**src/rtl/priority_index_fifo.sv**
```systemverilog
`default_nettype none
// ============================================================================
// Module      : priority_index_fifo
// Description : Converts one-hot MSB/LSB outputs of a priority encoder into
//               binary indices plus span (left - right) and buffers the
//               results in a small show-ahead FIFO with valid/ready output.
//               Upstream has no backpressure: results arriving at a full
//               FIFO (with no pop in the same cycle) are dropped and counted.
// Ports       : clk_i, srst_i (sync, active-high)
//               data_left_i/data_right_i/data_val_i  - encoder results in
//               idx_left_o/idx_right_o/span_o/zero_o - FIFO head fields
//               data_val_o/data_ready_i              - output handshake
//               drop_cnt_o (saturating), overflow_o (sticky)
//               onehot_err_o                         - optional, see below
// Options     : `define PRIORITY_INDEX_ONEHOT_CHECK_EN adds onehot_err_o and
//               stores a per-entry "illegal input" flag.
// Revision    : 1.0 - initial release
// ============================================================================
module priority_index_fifo #(
   parameter int WIDTH      = 16,
   parameter int FIFO_DEPTH = 4,
   parameter int CNT_W      = 8,
   localparam int c_ptr_w   = $clog2(WIDTH)
) (
   input  logic               clk_i,
   input  logic               srst_i,
   input  logic [WIDTH-1:0]   data_left_i,
   input  logic [WIDTH-1:0]   data_right_i,
   input  logic               data_val_i,
   output logic [c_ptr_w-1:0] idx_left_o,
   output logic [c_ptr_w-1:0] idx_right_o,
   output logic [c_ptr_w-1:0] span_o,
   output logic               zero_o,
`ifdef PRIORITY_INDEX_ONEHOT_CHECK_EN
   output logic               onehot_err_o,
`endif
   output logic               data_val_o,
   input  logic               data_ready_i,
   output logic [CNT_W-1:0]   drop_cnt_o,
   output logic               overflow_o
);

   localparam int c_ptr_d = $clog2(FIFO_DEPTH);
   localparam int c_occ_w = c_ptr_d + 1;

   typedef struct packed {
      logic [c_ptr_w-1:0] idx_l;
      logic [c_ptr_w-1:0] idx_r;
      logic [c_ptr_w-1:0] span;
      logic               zero;
`ifdef PRIORITY_INDEX_ONEHOT_CHECK_EN
      logic               err;
`endif
   } entry_t;

   // OR of the indices of all set bits; exact index for one-hot input.
   function automatic logic [c_ptr_w-1:0] f_encode(input logic [WIDTH-1:0] v);
      logic [c_ptr_w-1:0] idx;
      idx = '0;
      for (int i = 0; i < WIDTH; i++) begin
         if (v[i]) idx = idx | c_ptr_w'(i);
      end
      return idx;
   endfunction

   // ------------------------------------------------------------------------
   // Stage 1: encode
   // ------------------------------------------------------------------------
   entry_t w_s1_next;
   entry_t r_s1;
   logic   r_s1_val;

   always_comb begin
      w_s1_next       = '0;
      w_s1_next.idx_l = f_encode(data_left_i);
      w_s1_next.idx_r = f_encode(data_right_i);
      w_s1_next.span  = w_s1_next.idx_l - w_s1_next.idx_r;
      w_s1_next.zero  = (data_left_i == '0) && (data_right_i == '0);
`ifdef PRIORITY_INDEX_ONEHOT_CHECK_EN
      // Multi-hot on either side, only one side zero, or inverted order.
      w_s1_next.err   = ((data_left_i  & (data_left_i  - 1'b1)) != '0) ||
                        ((data_right_i & (data_right_i - 1'b1)) != '0) ||
                        ((data_left_i == '0) != (data_right_i == '0))  ||
                        (w_s1_next.idx_l < w_s1_next.idx_r);
`endif
   end

   always_ff @(posedge clk_i) begin
      if (srst_i) begin
         r_s1_val <= 1'b0;
         r_s1     <= '0;
      end else begin
         r_s1_val <= data_val_i;
         if (data_val_i) r_s1 <= w_s1_next;
      end
   end

   // ------------------------------------------------------------------------
   // Stage 2: result FIFO
   // ------------------------------------------------------------------------
   entry_t             r_mem [FIFO_DEPTH];
   logic [c_ptr_d-1:0] r_wr_ptr;
   logic [c_ptr_d-1:0] r_rd_ptr;
   logic [c_occ_w-1:0] r_count;
   logic [CNT_W-1:0]   r_drop_cnt;
   logic               r_overflow;

   logic w_empty;
   logic w_full;
   logic w_pop;
   logic w_push;
   logic w_drop;

   assign w_empty = (r_count == '0);
   assign w_full  = (r_count == c_occ_w'(FIFO_DEPTH));
   assign w_pop   = !w_empty && data_ready_i;
   // A pop on the same edge frees a slot, so a full FIFO still accepts.
   assign w_push  = r_s1_val && (!w_full || w_pop);
   assign w_drop  = r_s1_val && w_full && !w_pop;

   // Storage needs no reset: the head is masked whenever the FIFO is empty.
   always_ff @(posedge clk_i) begin
      if (w_push) r_mem[r_wr_ptr] <= r_s1;
   end

   always_ff @(posedge clk_i) begin
      if (srst_i) begin
         r_wr_ptr   <= '0;
         r_rd_ptr   <= '0;
         r_count    <= '0;
         r_drop_cnt <= '0;
         r_overflow <= 1'b0;
      end else begin
         if (w_push) r_wr_ptr <= r_wr_ptr + 1'b1;
         if (w_pop)  r_rd_ptr <= r_rd_ptr + 1'b1;
         case ({w_push, w_pop})
            2'b10:   r_count <= r_count + 1'b1;
            2'b01:   r_count <= r_count - 1'b1;
            default: r_count <= r_count;
         endcase
         if (w_drop) begin
            r_overflow <= 1'b1;
            if (r_drop_cnt != '1) r_drop_cnt <= r_drop_cnt + 1'b1;
         end
      end
   end

   // ------------------------------------------------------------------------
   // Outputs: show-ahead head, zeroed while empty
   // ------------------------------------------------------------------------
   entry_t w_head;

   assign w_head       = w_empty ? '0 : r_mem[r_rd_ptr];
   assign data_val_o   = !w_empty;
   assign idx_left_o   = w_head.idx_l;
   assign idx_right_o  = w_head.idx_r;
   assign span_o       = w_head.span;
   assign zero_o       = w_head.zero;
`ifdef PRIORITY_INDEX_ONEHOT_CHECK_EN
   assign onehot_err_o = w_head.err;
`endif
   assign drop_cnt_o   = r_drop_cnt;
   assign overflow_o   = r_overflow;

endmodule
`default_nettype wire

```
**config.mk**
```make
export PLATFORM = sky130hd
export DESIGN_NAME = priority_index_fifo
export DESIGN_NICKNAME = d
export VERILOG_FILES = /design/src/rtl/priority_index_fifo.sv
export SDC_FILE = /design/constraint.sdc
export NUM_CORES = 1
export LEC_CHECK = 0
export BUFFER_PORTS_ARGS = -buffer_cell sky130_fd_sc_hd__buf_2
export CAP_MARGIN = 20
export CORE_MARGIN = 4
export CORE_UTILIZATION = 55
export CTS_BUF_LIST = sky130_fd_sc_hd__clkbuf_8
export DETAILED_ROUTE_END_ITERATION = 10
export PLACE_DENSITY = 0.88
export SLEW_MARGIN = 20
export SYNTH_ARGS = -nofsm -noshare
export SYNTH_HDL_FRONTEND = slang
export SYNTH_SLANG_ARGS = --single-unit
export TNS_END_PERCENT = 5
```
**constraint.sdc**
```tcl
create_clock -name clk_i -period 3.4 [get_ports clk_i]
set_input_delay 0.17 -clock clk_i [delete_from_list [all_inputs] [get_ports clk_i]]
set_output_delay 0.17 -clock clk_i [all_outputs]
set_load 0.01 [all_outputs]
```
==> results of run 1 <==
-- logic make-up after synthesis --
logic type      count (synthesis)
simple gates                   97
flops                          84
compound gates                 27
buf+inv                        19
mux                            16
fa+ha+maj                      11
xor+xnor                       10
-- metrics by stage --
| step | instances | hold WS [ns] | instance area (µm²) | utilization (%) |
|---|---|---|---|---|
| after floorplan | 264 | 0.257 | 3560 | - |
| after global placement | 390 | 0.470 | 3910 | 61.9 |
| after detailed placement | 390 | 0.466 | 3910 | 61.9 |
| after CTS | 406 | 0.208 | 4110 | 65.1 |
| after global routing | 406 | 0.241 | 4110 | 65.1 |
| final | 406 | 0.227 | 4110 | 65.1 |
-- worst reg2reg max path, delay by kind of cell (launching register included) --
family / cells / cell delay [ns]
buffers and inverters: 2 / 0.14
adders and majority gates: 2 / 0.55
AOI/OAI and AO/OA: 1 / 0.14
xor gates and xnor gates: 1 / 0.16
and+or+nand+nor: 3 / 1.00
DFF: 1 / 0.37
-- flip-flops by register name (all words and copies together), names as in the netlist, named ones only --
signal	cells
drop_cnt_o	8
r_mem	52
r_s1	13
r_count	3
r_wr_ptr	2
r_s1_val	1
r_rd_ptr	2
overflow_o	1
-- per-layer routing --
layer | routed length (µm) | part of all wire (%) | up-vias | GRT usage, %
li1 | - | - | 1096 | -
met1 | 2750 | 43 | 1066 | 23.3
met2 | 3180 | 50 | 71 | 31.1
met3 | 343 | 5.4 | 7 | 4.56
met4 | 97 | 1.5 | 0 | 7.01
met5 | 0 | 0 | - | 0
-- cells in the final DEF (no fill, tap or decap), types with 4 or more instances in the layout --
cell | synthesis | final
buf_2 | 1 | 58
edfxtp_1 | 52 | 52
nor2_1 | 33 | 33
dfxtp_1 | 32 | 32
and2_1 | 19 | 19
mux4_2 | 13 | 13
inv_1 | 10 | 11
nor4_1 | 10 | 10
a211oi_1 | 9 | 9
ha_1 | 9 | 9
clkbuf_8 | 0 | 9
a21oi_1 | 7 | 7
nand2_1 | 6 | 6
xor2_1 | 5 | 5
o21ai_0 | 5 | 5
xnor2_1 | 5 | 5
and3_1 | 4 | 4
nand3_1 | 4 | 4
-- Yosys cell counts (2+ instances only) --
cell type,instances,share of area [%]
a311oi_1,2,0.49
fa_1,2,1.1
o21ai_0,5,0.70
clkbuf_1,7,0.74
a211oi_1,9,1.9
mux4_2,13,8.2
nor2b_1,2,0.35
nand4_1,3,0.53
nand2b_1,2,0.35
dfxtp_1,32,18
ha_1,9,3.2
a21oi_1,7,0.98
xor2_1,5,1.2
nand3_1,4,0.56
and2_1,19,3.3
nor2_1,33,3.5
edfxtp_1,52,44
nor3_1,2,0.28
nand2_1,6,0.63
inv_1,10,1.1
and3_1,4,0.70
mux2i_1,3,0.84
nor4_1,10,1.8
or3_1,3,0.53
xnor2_1,5,1.2
-- worst max-delay path by stage --
stage | start | cells after the start | to | slack, ns
floorplan | r_count[0] | 10 | r_count[2] | 1.06
finish | r_count[0] | 9 | r_count[2] | 0.98
global placement | r_count[0] | 9 | r_count[2] | 1.11
CTS | r_count[0] | 9 | r_count[2] | 0.98
global route | r_count[0] | 9 | r_count[2] | 0.78
detailed placement | r_count[0] | 9 | r_count[2] | 0.99
-- area by class of cell --
class / instances / area share, %
Sequential cell: 84 / 53.6
Multi-Input combinational cell: 161 / 31.2
Timing Repair Buffer: 58 / 7.06
Clock buffer: 9 / 3.01
Tap cell: 77 / 2.34
Clock inverter: 7 / 1.86
Inverter: 10 / 0.913
-- power groups by stage --
stage	sequential (mW)	clock [mW]	combinational (mW)
detailed placement	1.26	0	0.533
global route	1.25	0.756	0.590
CTS	1.23	0.705	0.535
finish	1.23	0.688	0.525
global placement	1.25	0	0.520
floorplan	1.20	0	0.400
==> metrics.md, run 1 <==
| Metric | Value |
|---|---|
| Post-synthesis xor/xnor area fraction | 2.46% |
| Fraction of registers with async set/reset | 0% |
| Max cap viols | 0 |
| Final Net Count | 371 |
| Register bit count reported by yosys | 84 |
| Largest family of logic cells by synthesized area | simple AND/OR/NAND/NOR gates |
| Buffer count from post-CTS setup fixing | 0 |
| Synthesized net count | 311 |
| Syn avg cell area | 13.5 µm² |
| Initial antenna violation count | 0 |
| CP Max Fanout | 8 |
| Initial DRT Pass Iterations | 4 |
| Simple-gate share of the synthesized area | 15.1% |
| DIE HEIGHT | 88.4 µm |
| Iteration-0 DRC Markers | 124 |
| Sw frac | 27.9% |
| Startpoint Class | flip-flop |
| Worst R2R Start | r_count[0] |
| CP max stage cell | nor4b_4 |
| N_diodes | 0 |
| Total CTS buffers | 9 |
| Clk sink count | 84 |
| Fill count | 468 |
| Compound-cell area share of the yosys netlist | 5.17% |
| Worst setup path class | flip-flop to flip-flop |
| CTS resizes | 0 |
| Final setup TNS | 0 ns |
| Largest net degree at the start of global routing | 32 |
| Multiplexer share of the synthesized area | 9.07% |
| First-pass GRT wire length | 10.8 mm |
| Worst hold start | data_right_i[4] |
| Crit path time final | 2.42 ns |
| Drt via density | 5.52 |
| Reg-to-reg endpoint | r_count[2] |
| Synthesis-to-finish area growth | 15.5% |
| Crit-path max cell delay | 0.39 ns |
| WHS Path Cells | 3 |
| Synth Warn # | 0 |
| Fin. max-slew vios | 0 |
| Die area | 7820 µm² |
| Gr usage total | 18.5% |
| Wire length per cell | 15.7 µm |
| Via count | 2,240 |
| Hold EP | r_s1[7] |
| Die width | 88.4 µm |
| DRC viols | 0 |
| Initial Util | 56.4% |
| Dpl ws | 0.988 ns |
| Final Routed Wirelength | 6.38 mm |
| GP Congestion | 0.799 |
| Maximum VDD drop | 363 µV |
| Clock Power Share | 28.2% |
| CP required | 3.67 ns |
| Unrepaired setup endpoints after global routing | false |
| # setup viols final | 0 |
| Crit path DAT | 2.69 ns |
| CTS max path bufs | 2 |
| Share of power burned in combinational logic | 21.5% |
| Register area | 2200 µm² |
| Relative slew slack | 41.2% |
| FF-to-FF setup slack | 0.98 ns |
| Worst path buffer plus inverter count | 2 |
| Clk_skew | 0.00720 ns |
| Cells after synthesis | 264 |
| H-tree depth | 3 |
| Internal Power | 1.76 mW |
| PnR Total Power | 2.44 mW |
| EDFF count, synth | 52 |
| Total gr overflow | 0 |
| Adder-Cell Fraction of Synth Area | 4.29% |
| Site Rows | 29 |
| Netlist cell types | 40 |
| Fmax | 0.414 GHz |
| Leak pwr | 1.53 nW |
| Sequential area share after synthesis | 61.9% |
| Hold-fix buffers, CTS | 0 |
| Crit path max-delay family | simple AND/OR/NAND/NOR gates |
| Total I/O pin count | 59 |
| Switching power | 681 µW |
| Worst-Skew Late Latency | 0.34 ns |
| Final worst path period share | 71.1% |
| Area occupied by multi-input gates | 1280 µm² |
| Quantity of I/O buffers inserted on ports | 58 |
| CP Cell Sequence | nor4b_4 > and2b_2 > inv_1 > ha_1 > inv_1 > fa_1 > xor2_1 > or3_1 > a21oi_1 |
| Ys flop type | edfxtp_1 |
| Worst setup margin | 0.982 ns |
| Fin. Hold Viols | 0 |
| CTS tree | yes |
| CP endpoint kind | flip-flop |
| DPL Wire Length | 4.61 mm |
| Worst Max-Slew Pin Slew | 0.880 ns |
| Cell Area, Synth | 3560 µm² |
| ANT nets after route | 0 |
| Layout cells sized above 1 | 28.6% |
| CTS root buffer | clkbuf_8 |
| Seq pwr share | 50.3% |
| Power Density | 594 nW/µm² |
| Core ar. | 6310 µm² |
| Worst Hold Class | input port to flip-flop |
| Vias in the first global route | 2,292 |
| Path depth of the worst reg2reg path | 9 |
| Reg clk slew, reported paths | 0.08 ns |
| Worst path most repeated cell | inv_1 |
| Status | completed |
Note: power is estimated with default switching activity, not from simulation.
==> run 2, diff against run 1 <==
- CORE_UTILIZATION: 55 -> 52
- PLACE_DENSITY: 0.88 -> 0.87
- clock period: 3.4 -> 1.95 ns (I/O delays scaled with it)
==> run 2 against run 1 <==
The run now ends with setup timing left; sequential share of layout area decreased by 2.1 points; clock skew increased by 0.0042 ns; clock power is 74% higher; utilization grew 0.86 points; combinational power increased by 120%; via count grew 4.1%; fmax increased by 10%; sequential power rose by 68%; die area grew 5.2%; flip-flop and latch count unchanged; critical path depth unchanged; global-route usage fell by 1.5 points.
==> metrics.md, run 2 (synthesis results as in run 1) <==
| Metric | Value |
|---|---|
| Status | complete, but fails checks |
| Failing checks | setup timing |
| Fill count | 450 (-3.8%) |
| Die width | 90.7 µm (+2.6%) |
| CTS root buffer | clkbuf_8 |
| Worst-Skew Late Latency | 0.34 ns (about the same) |
| # setup viols final | 2 (+2) |
| Layout cells sized above 1 | 34.4% (+5.8 points) |
| Fmax | 0.456 GHz (+10%) |
| Maximum VDD drop | 560 µV (+54%) |
| Total CTS buffers | 9 (unchanged) |
| Total gr overflow | 0 (unchanged) |
| Unrepaired setup endpoints after global routing | true |
| Iteration-0 DRC Markers | 109 (-12%) |
| Reg-to-reg endpoint | r_count[2] |
| Total I/O pin count | 59 (unchanged) |
| DIE HEIGHT | 90.7 µm (+2.6%) |
| Initial antenna violation count | 0 (unchanged) |
| Site Rows | 29 (unchanged) |
| Worst setup margin | -0.241 ns (-1.22 ns) |
| Area occupied by multi-input gates | 1300 µm² (+1.4%) |
| Clk_skew | 0.0114 ns (+0.00418 ns) |
| N_diodes | 0 (unchanged) |
| Fin. Hold Viols | 0 (unchanged) |
| Final Net Count | 391 (+5.4%) |
| CP max stage cell | dfxtp_2 |
| Hold EP | r_s1[6] |
| Final Non-Filler Cells | 426 (+4.9%) |
| Core ar. | 6490 µm² (+2.9%) |
| Biggest register | r_mem |
| Initial DRT Pass Iterations | 4 (unchanged) |
| Worst Hold Class | input port to flip-flop |
| PnR Total Power | 4.44 mW (+82%) |
| Final Core Density | 66.0% (+0.86 points) |
| Die area | 8230 µm² (+5.2%) |
| Via count | 2,331 (+4.1%) |
| Synthesis-to-finish area growth | 20.4% |
| Worst path buffer plus inverter count | 2 (unchanged) |
| H-tree depth | 3 (unchanged) |
| Crit-path max cell delay | 0.36 ns (-0.03 ns) |
| Vias in the first global route | 2,299 (+0.31%) |
| Relative slew slack | 70.0% (+29 points) |
| Leak pwr | 1.64 nW (+6.8%) |
| FF-to-FF setup slack | -0.24 ns (-1.22 ns) |
| Dpl ws | -0.217 ns (-1.21 ns) |
| CP required | 2.22 ns (-1.45 ns) |
| Quantity of I/O buffers inserted on ports | 58 (unchanged) |
| Crit path max-delay family | simple AND/OR/NAND/NOR gates |
| Power Density | 1040 nW/µm² (+74%) |
| Final Routed Wirelength | 6.83 mm (+7.1%) |
| Dpl cells | 408 (+4.6%) |
| CP Cell Sequence | nor4b_4 > and2b_2 > inv_4 > ha_4 > inv_2 > fa_2 > xor2_1 > or3_1 > a21oi_1 |
| Most frequent cells in the layout | 58 x buf_2, 52 x edfxtp_1, 33 x nor2_1 |
| Max cap viols | 0 (unchanged) |
| Max FFs per register | 52 (unchanged) |
| CTS tree | yes |
| Path depth of the worst reg2reg path | 9 (unchanged) |
| CTS max path bufs | 2 (unchanged) |
| Worst setup path class | flip-flop to flip-flop |
| ANT nets after route | 0 (unchanged) |
| DRC viols | 0 (unchanged) |
| Reg clk slew, reported paths | 0.08 ns (about the same) |
| Final worst path period share | 112% (+41 points) |
| Wire length per cell | 16.0 µm (+2.0%) |
| Finished Cell Area | 4280 µm² (+4.2%) |
| Worst hold start | data_val_i |
| Register area | 2200 µm² (about the same) |
| First-pass GRT wire length | 10.9 mm (+1.6%) |
| CP endpoint kind | flip-flop |
| Clk sink count | 84 (unchanged) |
| Hold-fix buffers, CTS | 0 (unchanged) |
| Worst R2R Start | r_count[1] |
| DPL Wire Length | 5.04 mm (+9.3%) |
| Drt via density | 5.47 (-0.82%) |
| Initial Util | 54.8% (-1.6 points) |
| Fin. max-slew vios | 0 (unchanged) |
| Startpoint Class | flip-flop |
| Gr usage total | 17.1% (-1.5 points) |
| CP Max Fanout | 4 (-4) |
| WHS Path Cells | 2 (-1) |
| Largest net degree at the start of global routing | 18 (-44%) |
| Post-DP Area | 4060 µm² (+3.9%) |
| Crit path DAT | 2.46 ns (-0.23 ns) |
| Commonest non-fill, non-tap cell in the layout | buf_2 |
| GP Congestion | 0.731 (-8.6%) |
| Worst Max-Slew Pin Slew | 0.445 ns (-0.435 ns) |
| Crit path time final | 2.19 ns (-0.227 ns) |
run 2: report_power, final:
| group | switching [mW] | internal, mW | total [mW] | leakage (nW) |
|---|---|---|---|---|
| clock network | 0.602 | 0.598 | 1.20 | 0.0976 |
| registers | 0.0803 | 1.99 | 2.07 | 0.751 |
| logic | 0.555 | 0.614 | 1.17 | 0.788 |
run 2: metal layers:
layer  up-vias  part of all wire (%)  wire length, µm  track usage, %
li1       1149                     -                -               -
met1      1081                    41             2830            20.5
met2        81                    51             3480            29.9
met3        20                   5.3              365            3.17
met4         0                   2.1              145            7.40
met5         -                     0                0               0
run 2: worst max path at each step:
| stage | startpoint | endpoint | slack, ns | cells past startpoint |
|---|---|---|---|---|
| 6_report | r_count[1] | r_count[2] | -0.24 | 9 |
| 5_1_grt | r_count[1] | r_count[2] | -0.29 | 9 |
| 4_1_cts | r_count[1] | r_count[2] | -0.22 | 9 |
| 3_5_place_dp | r_count[1] | r_count[2] | -0.22 | 9 |
| 3_3_place_gp | r_count[1] | r_count[2] | -0.08 | 9 |
| 2_1_floorplan | r_count[1] | r_count[2] | -0.25 | 10 |
run 2: through the flow:
| step | TNS (ns) | hold WS, ns |
|---|---|---|
| global placement | -0.0845 | 0.453 |
| detailed placement | -0.361 | 0.459 |
| global route | -0.387 | 0.118 |
| CTS | -0.249 | 0.0899 |
| finish | -0.259 | 0.104 |
| floorplan | -0.344 | 0.185 |
run 2: area by class of cell:
| cell class | instances | area share (%) |
|---|---|---|
| Multi-Input combinational cell | 161 | 30.4 |
| Tap cell | 77 | 2.25 |
| Clock buffer | 9 | 2.89 |
| Clock inverter | 7 | 1.75 |
| Inverter | 10 | 0.935 |
| Sequential cell | 84 | 51.4 |
| Timing Repair Buffer | 78 | 10.4 |
run 2: timing repair:
action | 4_1_cts | 5_1_grt
gates cloned | 0 | 0
buffers inserted | 1 | 1
endpoints found under the setup margin | 2 | 15
gates resized for setup | 1 | 1
pin swaps | 1 | 1
==> run 3, diff against run 2 <==
- CORE_ASPECT_RATIO: not set -> 2
- CORE_UTILIZATION: 52 -> 55
- PLACE_DENSITY: 0.87 -> 0.88
- clock period: 1.95 -> 2.29 ns (I/O delays scaled with it)
==> run 3 against run 2 <==
Design area shrank 2.2%; sequential power shrank 14%; highest routed layer unchanged; critical path depth is the same; combinational power shrank 25%; first-iteration DRC count shrank 44%; via count shrank 3.3%; non-clock buffer count shrank 10; count of clock-buffer cells in the layout grew 1; the run now ends clean.
==> metrics.md, run 3 (synthesis results as in run 1) <==
| Metric | Value |
|---|---|
| Gr usage total | 18.9% (+1.9 points) |
| GP Congestion | 0.739 (+1.2%) |
| Clk sink count | 84 (unchanged) |
| Most frequent cells in the layout | 58 x buf_2, 52 x edfxtp_1, 33 x nor2_1 |
| Dpl ws | 0.0414 ns (+0.259 ns) |
| Clk_skew | 0.00721 ns (-0.00417 ns) |
| Hold EP | r_s1[8] |
| WHS Path Cells | 2 (unchanged) |
| Dpl cells | 408 (unchanged) |
| Worst Max-Slew Pin Slew | 0.615 ns (+0.170 ns) |
| CP max stage cell | fa_1 |
| Fmax | 0.461 GHz (+1.0%) |
| Iteration-0 DRC Markers | 61 (-44%) |
| Final worst path period share | 94.7% (-18 points) |
| DRC viols | 0 (unchanged) |
| Max cap viols | 0 (unchanged) |
| CTS max path bufs | 2 (unchanged) |
| Commonest non-fill, non-tap cell in the layout | buf_2 |
| Final Non-Filler Cells | 425 (-0.23%) |
| Crit path DAT | 2.46 ns (about the same) |
| Total gr overflow | 0 (unchanged) |
| CP required | 2.58 ns (+0.36 ns) |
| Worst R2R Start | r_count[1] |
| Quantity of I/O buffers inserted on ports | 58 (unchanged) |
| Worst hold start | data_val_i |
| # setup viols final | 0 (-2) |
| DIE HEIGHT | 122 µm (+34%) |
| FF-to-FF setup slack | 0.12 ns (+0.36 ns) |
| Core ar. | 6310 µm² (-2.9%) |
| Leak pwr | 1.59 nW (-3.2%) |
| Unrepaired setup endpoints after global routing | false |
| Worst setup margin | 0.122 ns (+0.362 ns) |
| N_diodes | 0 (unchanged) |
| Biggest register | r_mem |
| Reg-to-reg endpoint | r_count[2] |
| Die area | 7900 µm² (-4.0%) |
| Crit path max-delay family | simple AND/OR/NAND/NOR gates |
| ANT nets after route | 0 (unchanged) |
| Power Density | 871 nW/µm² (-16%) |
| Fin. Hold Viols | 0 (unchanged) |
| Worst setup path class | flip-flop to flip-flop |
| Via count | 2,253 (-3.3%) |
| Status | completed |
| First-pass GRT wire length | 11.1 mm (+1.7%) |
| Worst path buffer plus inverter count | 2 (unchanged) |
| Startpoint Class | flip-flop |
| CP Cell Sequence | nor4b_4 > and2b_2 > inv_1 > ha_1 > inv_1 > fa_1 > xor2_1 > or3_1 > a21oi_1 |
| Max FFs per register | 52 (unchanged) |
| Final setup TNS | 0 ns (+0.259 ns) |
| CP Max Fanout | 4 (unchanged) |
| PnR Total Power | 3.65 mW (-18%) |
| Crit path time final | 2.17 ns (-0.0222 ns) |
| Layout cells sized above 1 | 30.7% (-3.7 points) |
| Initial antenna violation count | 0 (unchanged) |
| DPL Wire Length | 4.94 mm (-1.9%) |
| CP endpoint kind | flip-flop |
| Final Routed Wirelength | 6.58 mm (-3.6%) |
| Final Core Density | 66.4% (+0.45 points) |
| Reg clk slew, reported paths | 0.08 ns (about the same) |
| Final Net Count | 381 (-2.6%) |
| Worst path most repeated cell | inv_1 |
| Synthesis-to-finish area growth | 17.8% |
| Vias in the first global route | 2,326 (+1.2%) |
| Site Rows | 41 (+41%) |
| Drt via density | 5.30 (-3.1%) |
| Die width | 64.9 µm (-28%) |
| Relative slew slack | 58.9% (-11 points) |
| Total I/O pin count | 59 (unchanged) |
| Path depth of the worst reg2reg path | 9 (unchanged) |
| Fin. max-slew vios | 0 (unchanged) |
| H-tree depth | 3 (unchanged) |
| CTS tree | yes |
| Initial DRT Pass Iterations | 4 (unchanged) |
| CTS root buffer | clkbuf_8 |
| Total CTS buffers | 9 (unchanged) |
| Largest net degree at the start of global routing | 32 (+14) |
| Initial Util | 56.4% (+1.6 points) |
| Worst-Skew Late Latency | 0.35 ns (about the same) |
| Crit-path max cell delay | 0.37 ns (about the same) |
| Worst Hold Class | input port to flip-flop |
| Maximum VDD drop | 619 µV (+10%) |
| Wire length per cell | 15.5 µm (-3.3%) |
[run 3: changes by cell type in the layout (fill, tap and decap cells not counted), sizes merged]
cell / change
clkinvlp: -1
buf: -10
inv: -2
clkinv: +2
clkbuf: +1
[run 3: area by class of cell]
class / count / area, µm²
multi-input cells: 161 / 1280
clock inverters: 6 / 55.1
well taps: 86 / 108
clock buffers: 10 / 138
inverters: 10 / 37.5
flip-flops and latches: 84 / 2200
fillers: 433 / 2120
repair buffers: 68 / 365
[run 3: worst max path at each step]
stage / from / to / slack [ns] / cells after the start
2_1_floorplan: r_count[1] / r_count[2] / 0.002 / 10
3_3_place_gp: r_count[1] / r_count[2] / 0.10 / 9
3_5_place_dp: r_count[1] / r_count[2] / 0.04 / 9
4_1_cts: r_count[1] / r_count[2] / 0.04 / 9
5_1_grt: r_count[2] / r_count[2] / 0.004 / 9
6_report: r_count[1] / r_count[2] / 0.12 / 9
[run 3: worst register-to-register path, delay by kind of cell (launching register included)]
family | cells | cell delay (ns)
adders and majority gates | 2 | 0.54
AOI/OAI and AO/OA | 1 | 0.14
xor gates and xnor gates | 1 | 0.15
and+or+nand+nor | 3 | 0.82
DFF | 1 | 0.35
buffers and inverters | 2 | 0.11
[run 3: report_power, final]
| group | leakage (nW) | internal (mW) | switching [mW] |
|---|---|---|---|
| clock | 0.101 | 0.522 | 0.478 |
| combinational | 0.733 | 0.451 | 0.432 |
| sequential | 0.751 | 1.69 | 0.0737 |
[run 3: layer usage]
metal  up-vias  wire [µm]  track usage (%)
met5         -          0                0
met4         0        138             9.14
met3         7        268             3.51
met2        61       3750             35.0
met1      1067       2420             20.1
li1       1118          -                -
[run 3: what timing repair did]
action,in CTS,in global routing
gates resized for setup,0,1
setup buffers,0,1
hold buffers,0,0
endpoints found under the setup margin,0,1
[run 3: metrics by stage]
stage	hold slack, ns	instance area (µm²)
4_1_cts	0.0876	4180
3_5_place_dp	0.449	3990
6_report	0.0955	4190
5_1_grt	0.112	4190
3_3_place_gp	0.443	3990
2_1_floorplan	0.202	3560
